[src/rtl/ppl_frame_ctrl_if.sv]
// rtl/ppl_frame_ctrl_if.sv - pipeline entry slot handshake between ray ring and frame scheduler
interface ppl_frame_ctrl_if;
   logic       exit_valid;
   logic       exit_hit;
   logic [4:0] block_cnt_out;
   logic       next_en;
   logic       scanner_stop;
   logic       entry_valid;
   logic       retire;

   modport master (
      output exit_valid,
      output exit_hit,
      output block_cnt_out,
      input  next_en,
      input  scanner_stop,
      input  entry_valid,
      input  retire
   );

   modport slave (
      input  exit_valid,
      input  exit_hit,
      input  block_cnt_out,
      output next_en,
      output scanner_stop,
      output entry_valid,
      output retire
   );
endinterface

[src/rtl/ppl_frame_ctrl.sv]
// rtl/ppl_frame_ctrl.sv - frame scheduler for the recirculating ray-march pipeline
module ppl_frame_ctrl #(
   parameter int H_DISP     = 1280,
   parameter int V_DISP     = 720,
   parameter int PPL_DEPTH  = 16,
   parameter int MAX_BLOCKS = 20
) (
   input  logic               clk,
   input  logic               rst,
   input  logic               frame_start,
   input  logic [15:0]        p_pos_x,
   input  logic [15:0]        p_pos_y,
   input  logic [15:0]        p_pos_z,
   input  logic signed [15:0] p_angle_x,
   input  logic signed [15:0] p_angle_y,
   ppl_frame_ctrl_if.slave    slot,
   output logic [15:0]        f_pos_x,
   output logic [15:0]        f_pos_y,
   output logic [15:0]        f_pos_z,
   output logic signed [15:0] f_angle_x,
   output logic signed [15:0] f_angle_y,
   output logic               frame_busy,
   output logic               frame_done,
   output logic               frame_overrun,
   output logic [19:0]        issued_cnt,
   output logic [7:0]         inflight_cnt
);

   localparam logic [19:0] TOTAL     = 20'(H_DISP * V_DISP);
   localparam logic [4:0]  MAX_B     = 5'(MAX_BLOCKS);
   localparam logic [7:0]  DEPTH_CAP = 8'(PPL_DEPTH);

   typedef enum logic [1:0] {
      IDLE  = 2'd0,
      ISSUE = 2'd1,
      DRAIN = 2'd2,
      DONE  = 2'd3
   } state_t;

   state_t state;
   state_t state_nxt;
   logic   retire;
   logic   free;
   logic   issue;
   logic   latch;

   always_ff @(posedge clk) begin
      if (rst) begin
         state <= IDLE;
      end else begin
         state <= state_nxt;
      end
   end

   always_comb begin
      retire    = 1'b0;
      free      = 1'b0;
      issue     = 1'b0;
      latch     = 1'b0;
      state_nxt = state;

      // A slot is reusable when empty or when its ray terminates on this pass.
      retire = slot.exit_valid & (slot.exit_hit | (slot.block_cnt_out >= MAX_B));
      free   = ~slot.exit_valid | retire;
      issue  = free & (state == ISSUE) & (issued_cnt < TOTAL);

      case (state)
         IDLE: begin
            if (frame_start) begin
               latch     = 1'b1;
               state_nxt = ISSUE;
            end
         end
         ISSUE: begin
            if (issued_cnt == TOTAL) begin
               state_nxt = DRAIN;
            end
         end
         DRAIN: begin
            if (inflight_cnt == 8'd0) begin
               state_nxt = DONE;
            end
         end
         DONE: begin
            state_nxt = IDLE;
         end
         default: begin
            state_nxt = IDLE;
         end
      endcase
   end

   assign slot.retire       = retire;
   assign slot.next_en      = free;
   assign slot.scanner_stop = free & ~issue;
   assign slot.entry_valid  = (slot.exit_valid & ~retire) | issue;

   assign frame_busy = (state == ISSUE) || (state == DRAIN);
   assign frame_done = (state == DONE);

   always_ff @(posedge clk) begin
      if (rst) begin
         f_pos_x       <= '0;
         f_pos_y       <= '0;
         f_pos_z       <= '0;
         f_angle_x     <= '0;
         f_angle_y     <= '0;
         frame_overrun <= 1'b0;
         issued_cnt    <= '0;
         inflight_cnt  <= '0;
      end else begin
         // Pose stays frozen for the whole frame so every ray sees one camera.
         if (latch) begin
            f_pos_x   <= p_pos_x;
            f_pos_y   <= p_pos_y;
            f_pos_z   <= p_pos_z;
            f_angle_x <= p_angle_x;
            f_angle_y <= p_angle_y;
         end

         if (latch) begin
            issued_cnt <= '0;
         end else if (issue) begin
            issued_cnt <= issued_cnt + 20'd1;
         end

         if (issue && !retire && (inflight_cnt < DEPTH_CAP)) begin
            inflight_cnt <= inflight_cnt + 8'd1;
         end else if (retire && !issue && (inflight_cnt != 8'd0)) begin
            inflight_cnt <= inflight_cnt - 8'd1;
         end

         if (frame_start && (state != IDLE)) begin
            frame_overrun <= 1'b1;
         end
      end
   end

endmodule

[src/flat_wrapper.sv]
// flat-port wrapper written by rule: the top's interface ports become plain ports
module ppl_frame_ctrl_flat 
#(
   parameter int H_DISP     = 1280,
   parameter int V_DISP     = 720,
   parameter int PPL_DEPTH  = 16,
   parameter int MAX_BLOCKS = 20
)
  (clk, rst, frame_start, p_pos_x, p_pos_y, p_pos_z, p_angle_x, p_angle_y, f_pos_x, f_pos_y, f_pos_z, f_angle_x, f_angle_y, frame_busy, frame_done, frame_overrun, issued_cnt, inflight_cnt, slot_exit_valid, slot_exit_hit, slot_block_cnt_out, slot_next_en, slot_scanner_stop, slot_entry_valid, slot_retire);
  ppl_frame_ctrl_if slot_i ();
  input  logic clk;
  input  logic rst;
  input  logic frame_start;
  input  logic [15:0] p_pos_x;
  input  logic [15:0] p_pos_y;
  input  logic [15:0] p_pos_z;
  input  logic signed [15:0] p_angle_x;
  input  logic signed [15:0] p_angle_y;
  output logic [15:0] f_pos_x;
  output logic [15:0] f_pos_y;
  output logic [15:0] f_pos_z;
  output logic signed [15:0] f_angle_x;
  output logic signed [15:0] f_angle_y;
  output logic frame_busy;
  output logic frame_done;
  output logic frame_overrun;
  output logic [19:0] issued_cnt;
  output logic [7:0] inflight_cnt;
  input wire logic [$bits(slot_i.exit_valid)-1:0] slot_exit_valid;
  input wire logic [$bits(slot_i.exit_hit)-1:0] slot_exit_hit;
  input wire logic [$bits(slot_i.block_cnt_out)-1:0] slot_block_cnt_out;
  output wire logic [$bits(slot_i.next_en)-1:0] slot_next_en;
  output wire logic [$bits(slot_i.scanner_stop)-1:0] slot_scanner_stop;
  output wire logic [$bits(slot_i.entry_valid)-1:0] slot_entry_valid;
  output wire logic [$bits(slot_i.retire)-1:0] slot_retire;
  assign slot_i.exit_valid = slot_exit_valid;
  assign slot_i.exit_hit = slot_exit_hit;
  assign slot_i.block_cnt_out = slot_block_cnt_out;
  assign slot_next_en = slot_i.next_en;
  assign slot_scanner_stop = slot_i.scanner_stop;
  assign slot_entry_valid = slot_i.entry_valid;
  assign slot_retire = slot_i.retire;
  ppl_frame_ctrl #(.H_DISP(H_DISP), .V_DISP(V_DISP), .PPL_DEPTH(PPL_DEPTH), .MAX_BLOCKS(MAX_BLOCKS)) u_core (.clk(clk), .rst(rst), .frame_start(frame_start), .p_pos_x(p_pos_x), .p_pos_y(p_pos_y), .p_pos_z(p_pos_z), .p_angle_x(p_angle_x), .p_angle_y(p_angle_y), .slot(slot_i), .f_pos_x(f_pos_x), .f_pos_y(f_pos_y), .f_pos_z(f_pos_z), .f_angle_x(f_angle_x), .f_angle_y(f_angle_y), .frame_busy(frame_busy), .frame_done(frame_done), .frame_overrun(frame_overrun), .issued_cnt(issued_cnt), .inflight_cnt(inflight_cnt));
endmodule
[config.mk]
export PLATFORM = sky130hd
export DESIGN_NAME = ppl_frame_ctrl_flat
export DESIGN_NICKNAME = d
export VERILOG_FILES = /design/src/rtl/ppl_frame_ctrl_if.sv /design/src/rtl/ppl_frame_ctrl.sv /design/src/flat_wrapper.sv
export SDC_FILE = /design/constraint.sdc
export NUM_CORES = 1
export LEC_CHECK = 0
export CORE_MARGIN = 3
export CORE_UTILIZATION = 42
export DETAILED_ROUTE_END_ITERATION = 10
export PLACE_DENSITY = 0.91
export SYNTH_ARGS = -nofsm -noshare
export SYNTH_HDL_FRONTEND = slang
export SYNTH_SLANG_ARGS = --single-unit
[constraint.sdc]
create_clock -name clk -period 3.5 [get_ports clk]
set_clock_uncertainty 0.2 [all_clocks]
set_input_delay 0.875 -clock clk [delete_from_list [all_inputs] [get_ports clk]]
set_output_delay 0.875 -clock clk [all_outputs]
set_load 0.02 [all_outputs]
==> results of run 1 <==
## timing repair
action | 4_1_cts | 5_1_grt
gates resized for setup | 0 | 5
buffers inserted | 0 | 0
setup endpoints to repair | 0 | 6
endpoints found under the hold margin | 0 | 0
## layout by cell type (no fill, tap or decap), types with 10 or more instances in the layout
cell and instances:
clkdlybuf4s50_1 198, nand2_1 176, dfxtp_1 111, a21oi_1 91, nor2_1 21, buf_4 19, inv_1 13, nand4_1 11
ha_1 11, nand3_1 10, o21ai_0 10
## cells by family after synthesis
kind of cell	after synthesis	synth area share
fa+ha+maj	12	0.03435
compound gates	129	0.1614
buf+inv	47	0.03980
xor+xnor	12	0.02290
mux	2	0.004635
flops	111	0.4842
simple gates	259	0.2527
## worst reg2reg max path: stages, from the launching register on
cell	delay [ns]
dfxtp_1	0.41
ha_1	0.27
nor2b_2	0.25
a22oi_4	0.13
nor3_4	0.22
inv_2	0.09
ha_1	0.32
a211oi_1	0.27
nor2_1	0.10
o31a_1	0.26
nor4_1	0.26
mux2_2	0.36
## worst min path at each step
stage / start / to / slack (ns) / depth (start not counted)
detailed placement: u_core.f_pos_z[6] / u_core.f_pos_z[6] / 0.25 / 2
floorplan: u_core.state[1] / u_core.state[1] / 0.27 / 2
global placement: u_core.f_pos_y[5] / u_core.f_pos_y[5] / 0.24 / 2
global route: u_core.f_angle_x[9] / u_core.f_angle_x[9] / 0.28 / 2
finish: u_core.f_angle_y[8] / u_core.f_angle_y[8] / 0.26 / 2
CTS: u_core.f_angle_y[8] / u_core.f_angle_y[8] / 0.26 / 2
## flip-flops by register name, indices dropped and copies added (netlist names)
| register | count |
|---|---|
| u_core.f_angle_x | 16 |
| u_core.f_angle_y | 16 |
| u_core.f_pos_x | 16 |
| u_core.f_pos_y | 16 |
| u_core.f_pos_z | 16 |
| u_core.frame_overrun | 1 |
| u_core.inflight_cnt | 8 |
| u_core.issued_cnt | 20 |
| u_core.state | 2 |
## stage by stage
step           hold WS, ns  instance area, µm²  worst slack (ns)    TNS, ns
2_1_floorplan       0.2677                4589            0.3522          0
5_1_grt             0.2827                7005           0.02308          0
3_5_place_dp        0.2479                6803           -0.1207    -0.1604
3_3_place_gp        0.2411                6803         -0.009347  -0.009347
4_1_cts             0.2601                6995         0.0009830          0
6_report            0.2570                7005            0.1407          0
## per-layer routing
layer / up-vias / wire length (µm) / global-route usage
li1: 2336 / - / -
met1: 2168 / 5392 / 0.2451
met2: 197 / 6967 / 0.3900
met3: 41 / 1049 / 0.06301
met4: 0 / 409 / 0.08703
met5: - / 0 / 0
## layout make-up
type	instances	area [µm²]
fill	873	3457
sequential	111	2222
clock buffer	10	127.6
clock inverter	5	65.06
timing repair buffer	221	2167
tap	136	170.2
multi-input combinational	414	2197
inverter	15	56.30
## power by group through the flow
| stage | combinational [µW] | clock, µW | sequential, µW |
|---|---|---|---|
| floorplan | 996 | 0 | 1890 |
| global placement | 2060 | 0 | 1640 |
| detailed placement | 2140 | 0 | 1650 |
| CTS | 2150 | 794 | 1630 |
| global route | 2320 | 850 | 1660 |
| finish | 2130 | 766 | 1630 |
==> metrics, run 1 <==
status finished clean; Unique masters post-synth 54; post-layout min period 3.359 ns; max cap viols 0; count leader, synth nand2_1; Post-Route WL 13820 µm; Net Count, Synth 674; HPWL Detailed 10440 µm; CP top delay family buffers and inverters; Area growth syn-to-layout 52.64%; Critical-path top delay cell clkdlybuf4s50_1; post-synthesis cell count 572; die height 110.5 µm; fin cells 912; most used cell, CP clkdlybuf4s50_1; total gr overflow 0; Reg power frac 0.359; layout cells sized above 1 0.05799; Site Rows 37; htree depth 3; Final #Nets 874; core area 10460 µm²; mean post-synth cell area 8.023 µm²; Max Root-Sink Buffers 2; delay of the slowest cell on the worst path 0.55 ns; largest area contributor in the netlist dfxtp_1; antenna violations before repair 0; Hold WC Path Type reg2reg; Clock power frac 0.169; top-area cell type share of the netlist area 0.4842; post-synthesis register bit count 111; Mapped Area 4589 µm²; total power 4521 µW; Worst Setup EP slot_retire; Vias 4742; # DRC 0; Synth area leaders dfxtp_1 48%, nand2_1 14%, a21oi_1 9.9%; register area share after synthesis 0.4842; gr usage total 0.2192; worst reg2reg startpoint u_core.state[0]; Starting Density 0.4387; RR Endpoint u_core.inflight_cnt[7]; R2R cell count 11; post-route ant nets 0; CP startpoint slot_block_cnt_out[3]; Cell Pwr Density 645.3 nW/µm²; Worst Tran Pin Value 0.8062 ns; CP Class in2out; worst path bufs/invs 3; Final Cycle Share 0.9598; CP Capture Type primary output; Die X 110.5 µm; Req. time, crit path 2.42 ns; Pint 2759 µW; Num CTS Buffers 9; largest net degree at the start of global routing 81; CP arrival 2.28 ns; Reg clk slew, reported paths 0.09 ns; GPL Wtd Cong 0.9156; Initial DRT Pass Iterations 4; CTS Hold Bufs 0; final slew viol count 0; final setup vio count 0; CP Launch Type input pin; top_reg_cell synth dfxtp_1; asr flop ratio synth 0; global-route wire length before repair 22650 µm; Post-synth EDFFs 0; commonest cells in the netlist 177 x nand2_1, 111 x dfxtp_1, 91 x a21oi_1; Net Switching 1762 µW; Leak Pwr 0.002614 µW; Fin. Hold Viols 0; die area 12220 µm²; critical path fanouts, max 3; Comb pwr share 0.471; # diodes 0; Slew HR 0.4625; wire length per cell 15.15 µm; Worst VDD drop 359.5 µV; Root Buffer clkbuf_8; vias in the first global route 4814; Stages on worst setup path 5; number of port buffers 202; Reg2Reg Setup Slack 0.25 ns; CTS tree yes; DR vias/cell 5.200; worst skew pair latency 0.36 ns; dpl cells 897; IO Count 205; CP cell instances clkdlybuf4s50_1 -> o21a_1 -> o21ai_1 -> inv_1 -> clkdlybuf4s50_1; clock sink count 111; fmax 297.7 MHz; Switching Fraction 0.3896; synth warn 0; final core occ 0.6696; Initial DRC Count 238; RSZ-0062 raised after global routing no
Power figures use the tool's default switching activity.
==> run 2: changes to the inputs <==
- CTS_CLUSTER_SIZE: not set -> 8
==> results of run 2 <==
The final DEF is identical to that of run 1; final timing and power are the same.
==> run 3: changes to the inputs <==
- CTS_BUF_LIST: not set -> sky130_fd_sc_hd__clkbuf_4 sky130_fd_sc_hd__clkbuf_8 sky130_fd_sc_hd__clkbuf_16
==> run 3 against run 2 <==
Power increased by 0.11%. Clock power grew 1%. Via count shrank 0.55%. First-iteration DRC count rose by 10%. Sequential power hardly changed. Design area about the same. Worst setup slack is essentially flat. Sequential share of layout area hardly changed. Core utilization hardly changed.
==> metrics, run 3 (synthesis gave the netlist of run 1 again) <==
commonest non-fill, non-tap cell in the layout clkdlybuf4s50_1; worst skew pair latency 0.36 ns (about the same); DR vias/cell 5.171 (-0.55%); Num CTS Buffers 9 (unchanged); Post-Route WL 13800 µm (-0.14%); hold_sp u_core.f_angle_y[8]; Die X 110.5 µm (unchanged); global-route wire length before repair 22630 µm (about the same); Reg clk slew, reported paths 0.09 ns (about the same); Met3 Wirelength 968 µm (-7.7%); GPL Wtd Cong 0.9156 (unchanged); critical path fanouts, max 3 (unchanged); # DRC 0 (unchanged); max cap viols 0 (unchanged); CP Capture Type primary output; post-cts resize count 0 (unchanged); final slew viol count 0 (unchanged); wire length per cell 15.13 µm (-0.14%); final core occ 0.6699 (about the same); htree depth 3 (unchanged); Vias 4716 (-0.55%); Final #Nets 874 (unchanged); Worst Tran Pin Value 0.8055 ns (-0.0007439 ns); CTS Hold Bufs 0 (unchanged); Worst VDD drop 338.6 µV (-5.8%); # diodes 0 (unchanged); Fin. Hold Viols 0 (unchanged); worst reg2reg startpoint u_core.state[0]; # Post-CTS Setup Buffers 0 (unchanged); status finished clean; Cell Pwr Density 645.7 nW/µm² (about the same); CP Launch Type input pin; core area 10460 µm² (unchanged); number of port buffers 202 (unchanged); die area 12220 µm² (unchanged); Initial DRT Pass Iterations 4 (unchanged); CP startpoint slot_block_cnt_out[3]; most frequent cells in the layout 198 x clkdlybuf4s50_1, 176 x nand2_1, 111 x dfxtp_1; fmax 297.7 MHz (about the same); largest net degree at the start of global routing 81 (unchanged); Slew HR 0.4630 (+0.0004960); Root Buffer clkbuf_8; CP Class in2out; layout cells sized above 1 0.05928 (+0.001289); antenna violations before repair 0 (unchanged); R2R cell count 11 (unchanged); Site Rows 37 (unchanged); Leak Pwr 0.002618 µW (+0.14%); post-layout min period 3.360 ns (+0.0002970 ns); die height 110.5 µm (unchanged); total gr overflow 0 (unchanged); Final Cycle Share 0.9599 (about the same); Worst Hold Depth 2 (unchanged); Req. time, crit path 2.42 ns (about the same); IO Count 205 (unchanged); CTS tree yes; clock sink count 111 (unchanged); Largest Register u_core.issued_cnt; post-route ant nets 0 (unchanged); Max Root-Sink Buffers 2 (unchanged); Starting Density 0.4387 (unchanged); Hold WC Path Type reg2reg; max reg flops 20 (unchanged); Initial DRC Count 262 (+10%); Area growth syn-to-layout 52.73% (about the same); CP arrival 2.28 ns (about the same); met2 WL 6958 µm (-0.13%); vias in the first global route 4811 (-0.062%); total power 4526 µW (+0.11%); uppermost layer routed met4; final setup vio count 0 (unchanged); Post-Route M1 WL 5472 µm (+1.5%); gr usage total 0.2191 (about the same); HPWL Detailed 10440 µm (unchanged); RSZ-0062 raised after global routing no
-- run 3: changes by cell type in the layout (fill, tap and decap cells not counted) --
| cell | change |
|---|---|
| clkbuf_4 | +1 |
| clkbuf_1 | -1 |
-- run 3: cell type report --
cell class                 count  area (µm²)
fill                         872        3453
sequential                   111        2222
multi-input combinational    414        2197
timing repair buffer         221        2167
tap                          136       170.2
clock buffer                  10       131.4
clock inverter                 5       65.06
inverter                      15       56.30
-- run 3: power breakdown --
part	switching, µW	internal, µW
Sequential	144	1480
Clock	430	344
Combinational	1190	941
Total	1760	2770
-- run 3: metrics by stage --
stage / TNS (ns) / hold WS [ns] / setup WS, ns / std cells / area (µm²)
CTS: 0 / 0.2601 / 0.0009830 / 912 / 6999
finish: 0 / 0.2568 / 0.1404 / 912 / 7009
detailed placement: -0.1604 / 0.2479 / -0.1207 / 897 / 6803
global placement: -0.009347 / 0.2411 / -0.009347 / 897 / 6803
floorplan: 0 / 0.2677 / 0.3522 / 572 / 4589
global route: 0 / 0.2827 / 0.02308 / 912 / 7009
-- run 3: final timing paths --
| path | to | slack (ns) |
|---|---|---|
| worst max-delay path | slot_retire | 0.14 |
| worst min-delay path | u_core.f_angle_y[8] | 0.26 |
| worst max register to register | u_core.inflight_cnt[7] | 0.27 |
| worst min register to register | u_core.f_angle_y[8] | 0.26 |
-- run 3: metal layers --
| layer | track usage | vias to the layer above |
|---|---|---|
| met5 | 0 | - |
| met2 | 0.3912 | 172 |
| li1 | - | 2340 |
| met4 | 0.08539 | 0 |
| met3 | 0.06192 | 39 |
| met1 | 0.2451 | 2165 |
-- run 3: critical path: stages --
cell and delay (ns):
clkdlybuf4s50_1 0.41, o21a_1 0.18, o21ai_1 0.19, inv_1 0.07, clkdlybuf4s50_1 0.55
